<file path="config.mk">
export PLATFORM = sky130hd
export DESIGN_NAME = scan_chain_driver
export DESIGN_NICKNAME = d
export VERILOG_FILES = /design/src/rtl/scan_chain_driver.sv
export SDC_FILE = /design/constraint.sdc
export NUM_CORES = 1
export LEC_CHECK = 0
export CAP_MARGIN = 10
export CORE_MARGIN = 1.5
export CORE_UTILIZATION = 61
export DETAILED_ROUTE_END_ITERATION = 10
export DONT_BUFFER_PORTS = 1
export PLACE_DENSITY = 0.77
export SKIP_LAST_GASP = 1
export SYNTH_ARGS = -nofsm -noshare
export SYNTH_HDL_FRONTEND = slang
export SYNTH_SLANG_ARGS = --single-unit
</file>
<file path="constraint.sdc">
create_clock -name clk -period 2.1 [get_ports clk]
set_input_delay 0 -clock clk [delete_from_list [all_inputs] [get_ports clk]]
set_output_delay 0 -clock clk [all_outputs]
set_load 0.005 [all_outputs]
</file>
<file path="src/rtl/scan_chain_driver.sv">
// Host-side scan-chain master: shifts an image into the core's scan chain byte by byte
// while returning the previous chain contents, and keeps the core stopped during a pass.
`timescale 1ns/1ps

module scan_chain_driver #(
    parameter int CHAIN_LEN = 280
) (
    input  logic       clk,
    input  logic       rst,
    input  logic       start,
    input  logic       run,
    input  logic [7:0] in_data,
    input  logic       in_valid,
    output logic       in_ready,
    output logic [7:0] out_data,
    output logic       out_valid,
    input  logic       out_ready,
    input  logic       chain_scan_out,
    input  logic       chain_halt,
    output logic       scan_enable,
    output logic       chain_scan_in,
    output logic       proc_en,
    output logic       busy,
    output logic       done,
    output logic       halted
);

    localparam int NBYTES = (CHAIN_LEN + 7) / 8;
    localparam int BW     = (NBYTES > 1) ? $clog2(NBYTES) : 1;
    localparam logic [3:0] LAST_BITS = (CHAIN_LEN % 8 == 0) ? 4'd8 : 4'(CHAIN_LEN % 8);

    typedef enum logic [2:0] {IDLE, LOAD, SHIFT, EMIT, DONE} state_t;

    state_t        state;
    logic [BW-1:0] byte_cnt;
    logic [2:0]    bit_cnt;
    logic [2:0]    bit_next;
    logic [7:0]    buffer;
    logic [7:0]    capture;
    logic [7:0]    capture_next;
    logic [3:0]    nbits;
    logic          last_byte;
    logic          last_bit;

    always_comb begin
        last_byte    = (byte_cnt == BW'(NBYTES - 1));
        nbits        = last_byte ? LAST_BITS : 4'd8;
        last_bit     = ({1'b0, bit_cnt} == nbits - 4'd1);
        bit_next     = bit_cnt + 3'd1;
        capture_next = capture;
        capture_next[bit_cnt] = chain_scan_out;
    end

    // The core may only run while the driver is idle; no register delay so gating is immediate.
    assign proc_en = run && (state == IDLE);

    always_ff @(posedge clk) begin
        if (!rst) begin
            state         <= IDLE;
            byte_cnt      <= '0;
            bit_cnt       <= '0;
            scan_enable   <= 1'b0;
            chain_scan_in <= 1'b0;
            in_ready      <= 1'b0;
            out_valid     <= 1'b0;
            out_data      <= '0;
            done          <= 1'b0;
            busy          <= 1'b0;
            halted        <= 1'b0;
            // NOTE: buffer and capture are left unreset; both are fully written on entry to SHIFT before use.
        end else begin
            halted <= chain_halt;
            done   <= 1'b0;
            case (state)
                IDLE: if (start) begin
                    state    <= LOAD;
                    byte_cnt <= '0;
                    in_ready <= 1'b1;
                    busy     <= 1'b1;
                end
                LOAD: if (in_valid) begin
                    buffer        <= in_data;
                    capture       <= '0;
                    bit_cnt       <= '0;
                    chain_scan_in <= in_data[0];
                    scan_enable   <= 1'b1;
                    in_ready      <= 1'b0;
                    state         <= SHIFT;
                end
                SHIFT: begin
                    capture <= capture_next;
                    if (last_bit) begin
                        scan_enable   <= 1'b0;
                        chain_scan_in <= 1'b0;
                        out_data      <= capture_next;
                        out_valid     <= 1'b1;
                        state         <= EMIT;
                    end else begin
                        bit_cnt       <= bit_next;
                        chain_scan_in <= buffer[bit_next];
                    end
                end
                EMIT: if (out_ready) begin
                    out_valid <= 1'b0;
                    if (last_byte) begin
                        done  <= 1'b1;
                        state <= DONE;
                    end else begin
                        byte_cnt <= byte_cnt + BW'(1);
                        in_ready <= 1'b1;
                        state    <= LOAD;
                    end
                end
                DONE: begin
                    busy  <= 1'b0;
                    state <= IDLE;
                end
                default: state <= IDLE;
            endcase
        end
    end

endmodule
</file>
==> impl_metrics.env, run 1 <==
export IMPL_critPathKind="reg2reg"
export IMPL_crit_path_max_fanout=10
export IMPL_numCtsBuffers=5
export IMPL_async_flop_share_pct=0
export IMPL_syn_avg_cell_area_sq_um=10.5
export IMPL_synth_flop_cell="dfxtp_1"
export IMPL_drv_slew=0
export IMPL_cts_path_max_buffers=2
export IMPL_syn_to_final_growth_pct=11.6
export IMPL_multi_input_area_sq_um=843
export IMPL_ys_top_cells_by_area="dfxtp_1 (27%), edfxtp_1 (24%), nor2_1 (5.9%), mux2i_1 (5.6%), a21oi_1 (2.8%)"
export IMPL_min_period_ns=1.90
export IMPL_grt_pass1_wl_um=6310
export IMPL_skew_ns=0.0114
export IMPL_critPathLaunch="bit_cnt[1]$_SDFFE_PN0P_"
export IMPL_num_vias=1417
export IMPL_relSlewSlack_pct=53.9
export IMPL_netlist_instances=187
export IMPL_drive_gt1_share_pct=10.9
export IMPL_wl_um=3890
export IMPL_synth_yosys_seq_area_share_pct=51.9
export IMPL_hp_class="in2reg"
export IMPL_route_detailed_drc=0
export IMPL_rsz0062_at_grt="no"
export IMPL_power_mw=1.60
export IMPL_h_tree_depth=2
export IMPL_worst_setup_path_end_kind="flop"
export IMPL_min_from="out_ready"
export IMPL_ys_warn_count=0
export IMPL_core_area_sq_um=3050
export IMPL_fillers=235
export IMPL_finalSetupTns_ns=0
export IMPL_regArea_sq_um=1020
export IMPL_leakage_nw=0.791
export IMPL_grt_max_degree=21
export IMPL_pin_count=32
export IMPL_dieArea_sq_um=3570
export IMPL_critPathLaunchType="flop"
export IMPL_initial_core_util_pct=64.4
export IMPL_dp_cells=223
export IMPL_hpwl_um=2710
export IMPL_clkTransAtPathRegs_ns=0.12
export IMPL_setup_viol=0
export IMPL_instances_no_fill=245
export IMPL_first_pass_iters=4
export IMPL_n_antenna_cell=0
export IMPL_nets=220
export IMPL_cts_tree="built"
export IMPL_overflow=0
export IMPL_port_buffers=0
export IMPL_worstMarginPinSlew_ns=0.691
export IMPL_synth_edf_count=16
export IMPL_die_h_um=59.8
export IMPL_worstPathRequired_ns=2.34
export IMPL_cp_arrival_ns=2.13
export IMPL_synth_top_area_share_pct=27.5
export IMPL_clock_latency_ns=0.36
export IMPL_first_iter_violations=46
export IMPL_dieWidth_um=59.8
export IMPL_routedWlPerCell_um=15.9
export IMPL_grt_pass1_vias=1393
export IMPL_synth_most_common_cell="nor2_1"
export IMPL_cts_setup_buffers=0
export IMPL_peakVddDrop_mv=0.447
export IMPL_whs_ns=0.0296
export IMPL_synth_distinct_cells=44
export IMPL_cts_root_buf="clkbuf_4"
export IMPL_syn_nets=207
export IMPL_cap_violations=0
export IMPL_synth_area_sq_um=1970
export IMPL_std_cell_rows=20
export IMPL_ys_top_cells_by_count="nor2_1 (31), dfxtp_1 (27), edfxtp_1 (16)"
export IMPL_antenna_left=0
export IMPL_synth_seq_cells=43
export IMPL_r2r_start="bit_cnt[1]$_SDFFE_PN0P_"
export IMPL_antenna_found_initial=0
export IMPL_max_freq_mhz=527
export IMPL_numClockSinks=43
export IMPL_synth_top_area_cell="dfxtp_1"
export IMPL_via_per_inst=5.78
export IMPL_powerDensity_nw_per_um2=729
export IMPL_track_usage_pct=24.4
export IMPL_outcome="finished clean"
export IMPL_min_period_over_period_pct=90.3
export IMPL_place_congestion=0.767
export IMPL_hold_viol=0
## report_power, final
| group | switching (mW) | internal (mW) |
|---|---|---|
| clock | 0.256 | 0.253 |
| sequential | 0.0318 | 0.899 |
| combinational | 0.0861 | 0.0754 |
## layer usage
metal | GRT usage (%) | vias to the layer above | part of all wire [%]
met1 | 29.6 | 676 | 42
met5 | 0 | - | 0
met2 | 40.2 | 42 | 51
li1 | - | 687 | -
met4 | 10.8 | 0 | 2.4
met3 | 6.93 | 12 | 4.9
## per-stage QoR
stage | area, sq um | utilization [%] | worst slack, ns
5_1_grt | 2200 | 71.9 | 0.0417
6_report | 2200 | 71.9 | 0.203
3_3_place_gp | 1970 | 64.6 | 0.290
2_1_floorplan | 1970 | - | 0.425
4_1_cts | 2190 | 71.6 | 0.165
3_5_place_dp | 1970 | 64.6 | 0.180
## worst max-delay path: stages (launching register included)
cell     delay (ns)
dfxtp_2        0.39
ha_1           0.20
ha_1           0.24
or3b_1         0.44
a21oi_4        0.24
mux2i_1        0.21
nor2_1         0.05
## cell type report
| cell class | instances | area share, % |
|---|---|---|
| Multi-Input combinational cell | 125 | 38.4 |
| Inverter | 6 | 1.03 |
| Clock buffer | 7 | 2.05 |
| Sequential cell | 43 | 46.6 |
| Tap cell | 44 | 2.51 |
| Timing Repair Buffer | 19 | 8.09 |
| Clock inverter | 1 | 1.37 |
## timing repair
action	CTS	global route
endpoints found under the setup margin	0	1
hold buffers	14	0
gates resized for setup	0	2
endpoints found under the hold margin	36	0
## registers in the layout (all words and copies together) (netlist names), 3 cells and up
signal,cells
buffer,8
capture,8
out_data,8
byte_cnt,6
bit_cnt,3
state,3
## path summary, 6_finish.rpt
check / endpoint / slack [ns] / cells past startpoint
min: state[0]$_SDFFE_PN0P_ / 0.03 / 4
min reg2reg: out_data[6]$_SDFFE_PN0P_ / 0.54 / 2
max: bit_cnt[0]$_SDFFE_PN0P_ / 0.20 / 6
max reg2reg: bit_cnt[0]$_SDFFE_PN0P_ / 0.20 / 6
## logic make-up (layout without fill, tap and decap cells)
logic type	count (synthesis)	count (layout)	share of synthesized area [%]
mux	13	13	7.89
buf+inv	19	33	5.60
flops	43	43	51.9
simple gates	74	74	19.5
compound gates	29	29	10.3
fa+ha+maj	4	4	2.54
xor+xnor	5	5	2.23
## cells in the final DEF (no fill, tap or decap), types with 5 or more instances in the layout
cell / count
dlygate4sd3_1: 14
nor2_1: 31
buf_4: 5
a211oi_1: 7
dfxtp_1: 26
clkbuf_4: 5
nand2_1: 9
a21oi_1: 11
inv_1: 6
edfxtp_1: 16
mux2i_1: 11
(Power assumes the default switching activity.)
==> run 2, diff against run 1 <==
CTS_BUF_LIST = sky130_fd_sc_hd__clkbuf_8   (was unset)
HOLD_SLACK_MARGIN = 0.06   (was unset)
==> run 2 against run 1 <==
Compared with the run above:
- worst hold slack gained 0.061 ns
- global-route usage grew 0.18 points
- count of clock-buffer cells in the layout decreased by 2
- final area rose by 1.4%
- critical path type unchanged
- critical path depth unchanged
- non-clock buffer count unchanged
- clock skew fell by 0.0057 ns
- via count rose by 0.56%
- critical endpoint unchanged
- worst setup slack lost 0.051 ns
- combinational power hardly changed
- register-to-register slack got worse by 0.05 ns
==> impl_metrics.env, run 2 (synthesis gave the netlist of run 1 again) <==
export IMPL_track_usage_pct=24.6
export IMPL_clkTransAtPathRegs_ns=0.08
export IMPL_cap_violations=0
export IMPL_cp_arrival_ns=2.11
export IMPL_worstMarginPinSlew_ns=0.681
export IMPL_h_tree_depth=2
export IMPL_pin_count=32
export IMPL_fin_area_sq_um=2230
export IMPL_cp_slowest_cell="or3b_1"
export IMPL_nets=220
export IMPL_layout_common_cells="nor2_1 (31), dfxtp_1 (27), edfxtp_1 (16)"
export IMPL_std_cell_rows=20
export IMPL_numClockSinks=43
export IMPL_peakVddDrop_mv=0.494
export IMPL_grt_pass1_vias=1415
export IMPL_hpwl_um=2710
export IMPL_grt_pass1_wl_um=6380
export IMPL_fillers=229
export IMPL_cpPeakStageDelay_ns=0.44
export IMPL_powerDensity_nw_per_um2=765
export IMPL_largestRegisters="buffer x8, capture x8, out_data x8"
export IMPL_core_area_sq_um=3050
export IMPL_antenna_left=0
export IMPL_crit_family="simple AND/OR/NAND/NOR gates"
export IMPL_port_buffers=0
export IMPL_min_period_ns=1.95
export IMPL_dieWidth_um=59.8
export IMPL_hold_viol=0
export IMPL_leakage_nw=0.812
export IMPL_num_vias=1425
export IMPL_cts_tree="built"
export IMPL_outcome="finished clean"
export IMPL_routedWlPerCell_um=16.0
export IMPL_worst_setup_path_end_kind="flop"
export IMPL_grt_max_degree=21
export IMPL_skew_ns=0.00570
export IMPL_dieArea_sq_um=3570
export IMPL_cp_cell_sequence="ha_1 > ha_1 > or3b_1 > a21oi_4 > mux2i_1 > nor2_1"
export IMPL_power_mw=1.70
export IMPL_place_congestion=0.767
export IMPL_critPathLaunchType="flop"
export IMPL_finalSetupTns_ns=0
export IMPL_first_iter_violations=50
export IMPL_route_detailed_drc=0
export IMPL_via_per_inst=5.82
export IMPL_min_period_over_period_pct=92.8
export IMPL_critPathKind="reg2reg"
export IMPL_setup_viol=0
export IMPL_antenna_found_initial=0
export IMPL_initial_core_util_pct=64.4
export IMPL_place_area_sq_um=1970
export IMPL_cts_setup_buffers=0
export IMPL_drv_slew=0
export IMPL_clock_latency_ns=0.29
export IMPL_first_pass_iters=4
export IMPL_relSlewSlack_pct=54.6
export IMPL_die_h_um=59.8
export IMPL_multi_input_area_sq_um=843
export IMPL_final_common_cell="nor2_1"
export IMPL_drive_gt1_share_pct=10.4
export IMPL_n_antenna_cell=0
export IMPL_path_buf_inv=0
export IMPL_numCtsBuffers=5
export IMPL_cts_root_buf="clkbuf_8"
export IMPL_worstPathRequired_ns=2.26
export IMPL_overflow=0
export IMPL_cts_path_max_buffers=2
export IMPL_final_util_pct=72.9
export IMPL_crit_top_cell="ha_1"
export IMPL_crit_path_max_fanout=10
export IMPL_hp_class="in2reg"
export IMPL_syn_to_final_growth_pct=13.2
export IMPL_regArea_sq_um=1020
export IMPL_max_freq_mhz=513
export IMPL_wl_um=3910
==> run 2: where the power goes <==
group | total (mW) | switching [mW] | internal [mW]
clock network | 0.612 | 0.266 | 0.346
logic | 0.161 | 0.0859 | 0.0754
registers | 0.930 | 0.0319 | 0.898
total | 1.70 | 0.383 | 1.32
==> run 2: repair_timing <==
| action | 4_1_cts | 5_1_grt |
|---|---|---|
| gates resized for setup | 0 | 1 |
| endpoints found under the hold margin | 35 | 0 |
| hold buffers | 14 | 0 |
| endpoints found under the setup margin | 0 | 1 |
==> run 2: stage by stage <==
step	std cells	setup slack [ns]	hold slack, ns
2_1_floorplan	187	0.425	0.0989
3_3_place_gp	223	0.290	0.0989
3_5_place_dp	223	0.180	0.0989
4_1_cts	245	0.171	0.0873
5_1_grt	245	-0.0176	0.137
6_report	245	0.152	0.0904
==> run 2: worst register-to-register path, cell delays in order (launching register included) <==
cell,delay [ns]
dfxtp_1,0.40
ha_1,0.23
ha_1,0.23
or3b_1,0.45
a21oi_4,0.24
mux2i_1,0.22
nor2_1,0.05
==> run 2: area by class of cell <==
class | instances | share of cell area [%]
flip-flops and latches | 43 | 45.9
clock buffers | 5 | 3.09
multi-input cells | 125 | 37.9
clock inverters | 3 | 1.69
repair buffers | 19 | 7.98
well taps | 44 | 2.47
inverters | 6 | 1.01
==> run 2: final timing paths <==
| path | to | slack (ns) | start | cells past startpoint |
|---|---|---|---|---|
| max | bit_cnt[0]$_SDFFE_PN0P_ | 0.15 | bit_cnt[1]$_SDFFE_PN0P_ | 6 |
| min | state[0]$_SDFFE_PN0P_ | 0.09 | out_ready | 4 |
| max reg2reg | bit_cnt[0]$_SDFFE_PN0P_ | 0.15 | bit_cnt[1]$_SDFFE_PN0P_ | 6 |
| min reg2reg | out_data[6]$_SDFFE_PN0P_ | 0.53 | out_data[6]$_SDFFE_PN0P_ | 2 |
==> run 2: routing by layer <==
metal,up-vias,wire length [um],global-route usage (%)
met2,43,2040,41.6
met3,11,211,6.93
met4,0,93,9.84
met1,688,1570,29.4
met5,-,0,0
li1,683,-,-
